--- config.mk ---
export PLATFORM = sky130hd
export DESIGN_NAME = drive_ctrl_fsm
export DESIGN_NICKNAME = d
export VERILOG_FILES = /design/src/rtl/drive_ctrl_pkg.sv /design/src/rtl/obst_debounce.sv /design/src/rtl/drive_ctrl_fsm.sv
export SDC_FILE = /design/constraint.sdc
export NUM_CORES = 1
export LEC_CHECK = 0
export CORE_MARGIN = 2
export CORE_UTILIZATION = 47
export DETAILED_ROUTE_END_ITERATION = 16
export HOLD_SLACK_MARGIN = 0.12
export MAX_ROUTING_LAYER = met4
export PLACE_DENSITY_LB_ADDON = 0.2
export RECOVER_POWER = 100
export SLEW_MARGIN = 20
export SYNTH_ARGS = -nofsm -noshare
export SYNTH_HDL_FRONTEND = slang
export SYNTH_SLANG_ARGS = --single-unit
--- constraint.sdc ---
create_clock -name clk -period 2.2 [get_ports clk]
set_clock_uncertainty 0.1 [all_clocks]
set_input_delay 0.44 -clock clk [delete_from_list [all_inputs] [get_ports clk]]
set_output_delay 0.44 -clock clk [all_outputs]
set_load 0.005 [all_outputs]
--- src/rtl/drive_ctrl_pkg.sv ---
// Shared types and helpers for the drive-mode controller.
// State encoding and hysteresis threshold arithmetic.
package drive_ctrl_pkg;

   localparam int STATE_W = 3;

   typedef enum logic [STATE_W-1:0] {
      S_IDLE   = 3'd0,
      S_START  = 3'd1,
      S_DRIVE  = 3'd2,
      S_MOTION = 3'd3,
      S_EMERG  = 3'd4,
      S_PARK   = 3'd5
   } state_t;

   function automatic int hyst_lo(input int thr, input int hyst);
      return thr - hyst;
   endfunction

endpackage

--- src/rtl/obst_debounce.sv ---
// Obstacle sensor debouncer: the output follows the raw input only
// after OBST_DEB consecutive samples disagreeing with it.
module obst_debounce #(
   parameter int OBST_DEB = 3
) (
   input  logic clk,
   input  logic reset,
   input  logic raw,
   output logic db
);

   localparam int CW = (OBST_DEB > 1) ? $clog2(OBST_DEB) : 1;
   localparam logic [CW-1:0] LAST = CW'(OBST_DEB - 1);

   logic [CW-1:0] cnt;

   always_ff @(posedge clk or negedge reset) begin
      if (!reset) begin
         cnt <= '0;
         db  <= 1'b0;
      end else if (raw == db) begin
         cnt <= '0;
      end else if (cnt == LAST) begin
         cnt <= '0;
         db  <= raw;
      end else begin
         cnt <= cnt + 1'b1;
      end
   end

endmodule

--- src/rtl/drive_ctrl_fsm.sv ---
// Vehicle drive-mode sequencer with registered accelerate/brake,
// speed hysteresis, park-settle timer and emergency event counter.
module drive_ctrl_fsm
   import drive_ctrl_pkg::*;
#(
   parameter int SPEED_W    = 8,
   parameter int DRIVE_SPD  = 10,
   parameter int MOTION_SPD = 30,
   parameter int MAX_SPD    = 40,
   parameter int HYST       = 2,
   parameter int OBST_DEB   = 3,
   parameter int PARK_HOLD  = 4,
   parameter int CNT_W      = 4
) (
   input  logic               clk,
   input  logic               reset,
   input  logic [SPEED_W-1:0] speed,
   input  logic               obstacle,
   input  logic               enable,
   input  logic               park_req,
   output logic               accelerate,
   output logic               brake,
   output logic [STATE_W-1:0] state_o,
   output logic               obst_db,
   output logic [CNT_W-1:0]   emerg_cnt
);

   localparam logic [SPEED_W-1:0] DRV_HI = SPEED_W'(DRIVE_SPD);
   localparam logic [SPEED_W-1:0] DRV_LO =
      SPEED_W'(hyst_lo(DRIVE_SPD, HYST));
   localparam logic [SPEED_W-1:0] MOT_HI = SPEED_W'(MOTION_SPD);
   localparam logic [SPEED_W-1:0] MOT_LO =
      SPEED_W'(hyst_lo(MOTION_SPD, HYST));
   localparam logic [SPEED_W-1:0] MAX_HI = SPEED_W'(MAX_SPD);

   localparam int PW = (PARK_HOLD > 1) ? $clog2(PARK_HOLD) : 1;
   localparam logic [PW-1:0] PARK_LAST = PW'(PARK_HOLD - 1);

   state_t        state, nxt;
   logic [PW-1:0] park_cnt, park_nxt;
   logic          acc_nxt, brk_nxt;
   logic          spd_zero, leave;
   logic          cnt_inc;

   obst_debounce #(
      .OBST_DEB(OBST_DEB)
   ) u_deb (
      .clk  (clk),
      .reset(reset),
      .raw  (obstacle),
      .db   (obst_db)
   );

   assign spd_zero = (speed == '0);
   assign leave    = !enable || park_req;

   always_comb begin
      nxt      = state;
      park_nxt = '0;
      case (state)
         S_IDLE: begin
            if (enable && !park_req && !obst_db && spd_zero)
               nxt = S_START;
         end
         S_START: begin
            if (obst_db)               nxt = S_EMERG;
            else if (leave)            nxt = S_PARK;
            else if (speed >= DRV_HI)  nxt = S_DRIVE;
         end
         S_DRIVE: begin
            if (obst_db)               nxt = S_EMERG;
            else if (leave)            nxt = S_PARK;
            else if (speed >= MOT_HI)  nxt = S_MOTION;
            else if (speed < DRV_LO)   nxt = S_START;
         end
         S_MOTION: begin
            if (obst_db)               nxt = S_EMERG;
            else if (leave)            nxt = S_PARK;
            else if (speed < MOT_LO)   nxt = S_DRIVE;
         end
         S_EMERG: begin
            if (!obst_db && spd_zero)  nxt = S_IDLE;
         end
         S_PARK: begin
            if (obst_db)                   nxt = S_EMERG;
            else if (!spd_zero)            park_nxt = '0;
            else if (park_cnt == PARK_LAST) nxt = S_IDLE;
            else                           park_nxt = park_cnt + 1'b1;
         end
         default: nxt = S_IDLE;
      endcase
   end

   // Commands follow the state being entered, not the one being left.
   always_comb begin
      acc_nxt = 1'b0;
      brk_nxt = 1'b0;
      case (nxt)
         S_IDLE:   brk_nxt = !spd_zero;
         S_START:  acc_nxt = 1'b1;
         S_DRIVE:  acc_nxt = (speed < MOT_HI);
         S_MOTION: brk_nxt = (speed > MAX_HI);
         S_EMERG:  brk_nxt = 1'b1;
         S_PARK:   brk_nxt = !spd_zero;
         default: begin
            acc_nxt = 1'b0;
            brk_nxt = 1'b0;
         end
      endcase
   end

   assign cnt_inc = (nxt == S_EMERG) && (state != S_EMERG);

   always_ff @(posedge clk or negedge reset) begin
      if (!reset) begin
         state      <= S_IDLE;
         park_cnt   <= '0;
         accelerate <= 1'b0;
         brake      <= 1'b0;
         emerg_cnt  <= '0;
      end else begin
         state      <= nxt;
         park_cnt   <= park_nxt;
         accelerate <= acc_nxt;
         brake      <= brk_nxt;
         if (cnt_inc && (emerg_cnt != '1))
            emerg_cnt <= emerg_cnt + 1'b1;
      end
   end

   assign state_o = state;

endmodule
==> impl.org <==
** Clocking
- Number of clock buffers inserted by TritonCTS :: 3
- Hold repair after CTS inserted 0 buffers.
- TritonCTS built the clock tree.
- Clock latency on the worst-skew pair :: 290 ps
- CTS Root Buffer Type :: sky130_fd_sc_hd__clkbuf_4
- H-tree depth reported by CTS :: 1
- The clock passes through at most 2 buffers.
- The tree built by TritonCTS fans out to 14 sinks.
- Clock Pin Slew Worst Setup and Hold Paths :: 80 ps

** Die
- Total Die Area :: 0.00219 mm^2
- In this run the core area contains 15 standard-cell rows.
- Chip height :: 46.8 um
- Placeable core region :: about 0.0017 mm^2
- Floorplan die width :: approximately 47 um
- In this run the count of I/O pins placed on the die edge is 23.
- Effective utilization at floorplan :: 0.499

** Power and ir drop
- Total power after layout :: 1.21 mW
- Pleak :: 0.554 nW
- The worst-case IR drop observed on VDD is approximately 0.75 mV.
- Power density cells :: 937 mW/mm^2

** Min path
- Worst hold-check path type :: reg2reg

** Yosys
- Of the synthesized area, sequential elements account for 0.406.
- Ys flop type :: sky130_fd_sc_hd__dfrtp_1
- Area of the mapped netlist :: 862 um^2
- Post-synthesis instance total :: 79
- Count of state elements after synthesis :: 14
- Mean area per synthesized cell :: 10.9 um^2
- Post-synth net total :: 94
- Proportion of synthesized flip-flops having asynchronous set or reset :: 1.00
- Yosys printed 0 warnings.
- Count of distinct cell types in the synthesized netlist :: 42
- Number of synthesized flops with an enable pin :: 0

** STA
- Measured against its own limit, the worst slew margin works out to 0.584.
- The number of hold-slack violations in the final timing report came to 0.
- Worst Tran Pin Value :: 623 ps
- The routed design could run at a clock period as short as 2190 ps.
- Final period util :: 0.997
- For this run, the top clock speed supported by timing is between 0.4 and 0.5 GHz.
- Number of setup violations in the final report :: 0
- Slew Limit Fails :: 0

** Route
- Wire length reported by the detailed router :: 2.00 mm
- For this block, the initial DRC count from the detailed router was 8.
- DRT antenna net count :: 0
- Via count :: 758
- Per-cell via count in the routed design :: about 5.3
- In the final routed layout, each cell accounts on average for roughly 14 um.
- Detailed-route DRC error count :: 0
- Pre-antenna DRT Iters :: 4

** Global route
- Sum of overflow across all layers after global routing :: 0
- Entering global routing, the biggest net connects 15 pins.
- In the global route stage, met2 resource usage came out at 0.318.
- Routing layer with the top usage in global route :: met2
- Met3 GRT Util :: 0.0692
- Overall Global Routing Usage :: 0.217
- The initial antenna violation count is 0.
- The via count of the first global-routing pass is between 700 and 800.
- Met1 Track Usage GR :: 0.292
- Wire length of the first global-routing pass :: 3.17 mm

** Final layout
- With fillers left out, the area of the finished cells amounts to between 0.001 and 0.0015 mm^2.
- In the layout the commonest cells are sky130_fd_sc_hd__buf_4 (15), sky130_fd_sc_hd__dfrtp_1 (14), sky130_fd_sc_hd__clkdlybuf4s50_1 (11), sky130_fd_sc_hd__dlygate4sd2_1 (4), sky130_fd_sc_hd__dlygate4sd3_1 (4).
- Most common library cell in the layout ignoring fill and taps :: sky130_fd_sc_hd__buf_4
- Final core occ :: 0.749
- Sequential standard cell area :: 350 um^2
- Area taken by multi-input logic gates :: about 530 um^2
- Number of standard cells in the final layout excluding fillers :: 144
- 0 antenna diodes ended up in the layout.
- Area delta synth->final :: 50.1%
- Number of fill cells :: 132
- Number of nets in the layout :: 135
- Fraction of final layout cells with drive strength greater than 1 :: 0.345

** Critical path
- Crit start category :: input port
- Kind of end point of the critical path :: flop
- Register-to-register setup slack :: 130 ps
- Along the worst path, the maximum fanout reaches 2.
- Data on the critical path is required at its endpoint by 2290 ps.
- The critical path in this run is classified as in2reg.
- Arrival time at the worst endpoint :: 2280 ps

** Place
- Counting tap cells, the placed design contains a total of 138 instances.
- Count of port buffers added during placement :: 22
- Sum of net half-perimeters after detailed placement :: 1.44 mm
- The congestion estimate from routability-driven global placement came to 0.852.
- After detailed placement, the total cell area comes to 0.00120 mm^2.

** Status
- Outcome :: finished clean

** Run
- Max cap viols :: 0
-- path summary, 6_finish.rpt --
kind                              startpoint            to  cells after the start
max in group asynchronous              reset    state_o[1]                      1
worst max register to register    state_o[0]    accelerate                      6
worst min-delay path            u_deb.cnt[0]  u_deb.cnt[0]                      1
worst max-delay path                park_req         brake                      8
min in group asynchronous              reset    state_o[2]                      1
worst min register to register  u_deb.cnt[0]  u_deb.cnt[0]                      1
-- synth_stat cells (all sizes together), types with 2 or more instances --
master | count | area share
nor2b | 2 | 0.015
inv | 3 | 0.013
xor2 | 2 | 0.020
mux2 | 2 | 0.030
xnor2 | 2 | 0.020
nand4 | 3 | 0.022
or2 | 3 | 0.025
nor4 | 4 | 0.046
a21oi | 2 | 0.012
nor2 | 3 | 0.022
a21o | 3 | 0.028
a21boi | 2 | 0.017
o21a | 2 | 0.017
nor3b | 2 | 0.017
nand2 | 3 | 0.013
or3 | 3 | 0.022
dfrtp | 14 | 0.41
nor3 | 7 | 0.073
ha | 2 | 0.029
-- routing by layer --
| metal | part of all wire | vias to the layer above |
|---|---|---|
| met5 | 0 | - |
| met4 | 0.012 | 0 |
| met3 | 0.048 | 3 |
| met2 | 0.46 | 21 |
| met1 | 0.47 | 351 |
| li1 | - | 383 |
-- power breakdown --
group / total [mW] / internal, mW / switching, mW
combinational: 0.611 / 0.368 / 0.242
sequential: 0.411 / 0.331 / 0.0793
clock: 0.190 / 0.101 / 0.0891
-- registers in the layout, summed over array words and instances, names as in the netlist --
register,count
state_o,3
u_deb.cnt,2
park_cnt,2
emerg_cnt,4
u_deb.db,1
brake,1
accelerate,1
-- cells by family (layout without fill, tap and decap cells) --
kind of cell    count (synthesis)  after routing  synth area share
flops                          14             14             0.406
simple gates                   36             36             0.312
xor+xnor                        4              4            0.0406
compound gates                 17             17             0.160
buf+inv                         4             44            0.0218
mux                             2              2            0.0305
fa+ha+maj                       2              2            0.0290
-- per-stage QoR --
step / setup TNS, ps / setup slack [ps] / hold slack [ps]
floorplan: 0 / 94.1 / 44.4
global placement: -2210 / -385 / 328
detailed placement: -2510 / -405 / 344
CTS: 0 / 6.72 / 356
global route: -72.9 / -37.5 / 373
finish: 0 / 7.60 / 351
-- worst max-delay path, cell delays in order --
cell                              delay [ps]
sky130_fd_sc_hd__clkdlybuf4s50_1         470
sky130_fd_sc_hd__and2b_1                 200
sky130_fd_sc_hd__and4_4                  200
sky130_fd_sc_hd__nor4_4                  360
sky130_fd_sc_hd__buf_4                   180
sky130_fd_sc_hd__a21o_1                  110
sky130_fd_sc_hd__o32ai_1                  80
sky130_fd_sc_hd__or2_1                   240
-- layout make-up --
| type | count | share of cell area |
|---|---|---|
| multi-input cells | 61 | 0.409 |
| flip-flops and latches | 14 | 0.271 |
| repair buffers | 37 | 0.259 |
| clock buffers | 4 | 0.0280 |
| well taps | 25 | 0.0242 |
| inverters | 3 | 0.00870 |
-- timing repair --
item,4_1_cts,5_1_grt
endpoints found under the setup margin,6,5
setup buffers,0,2
gates resized for setup,9,5
pin swaps,5,2
(Power assumes the default switching activity.)
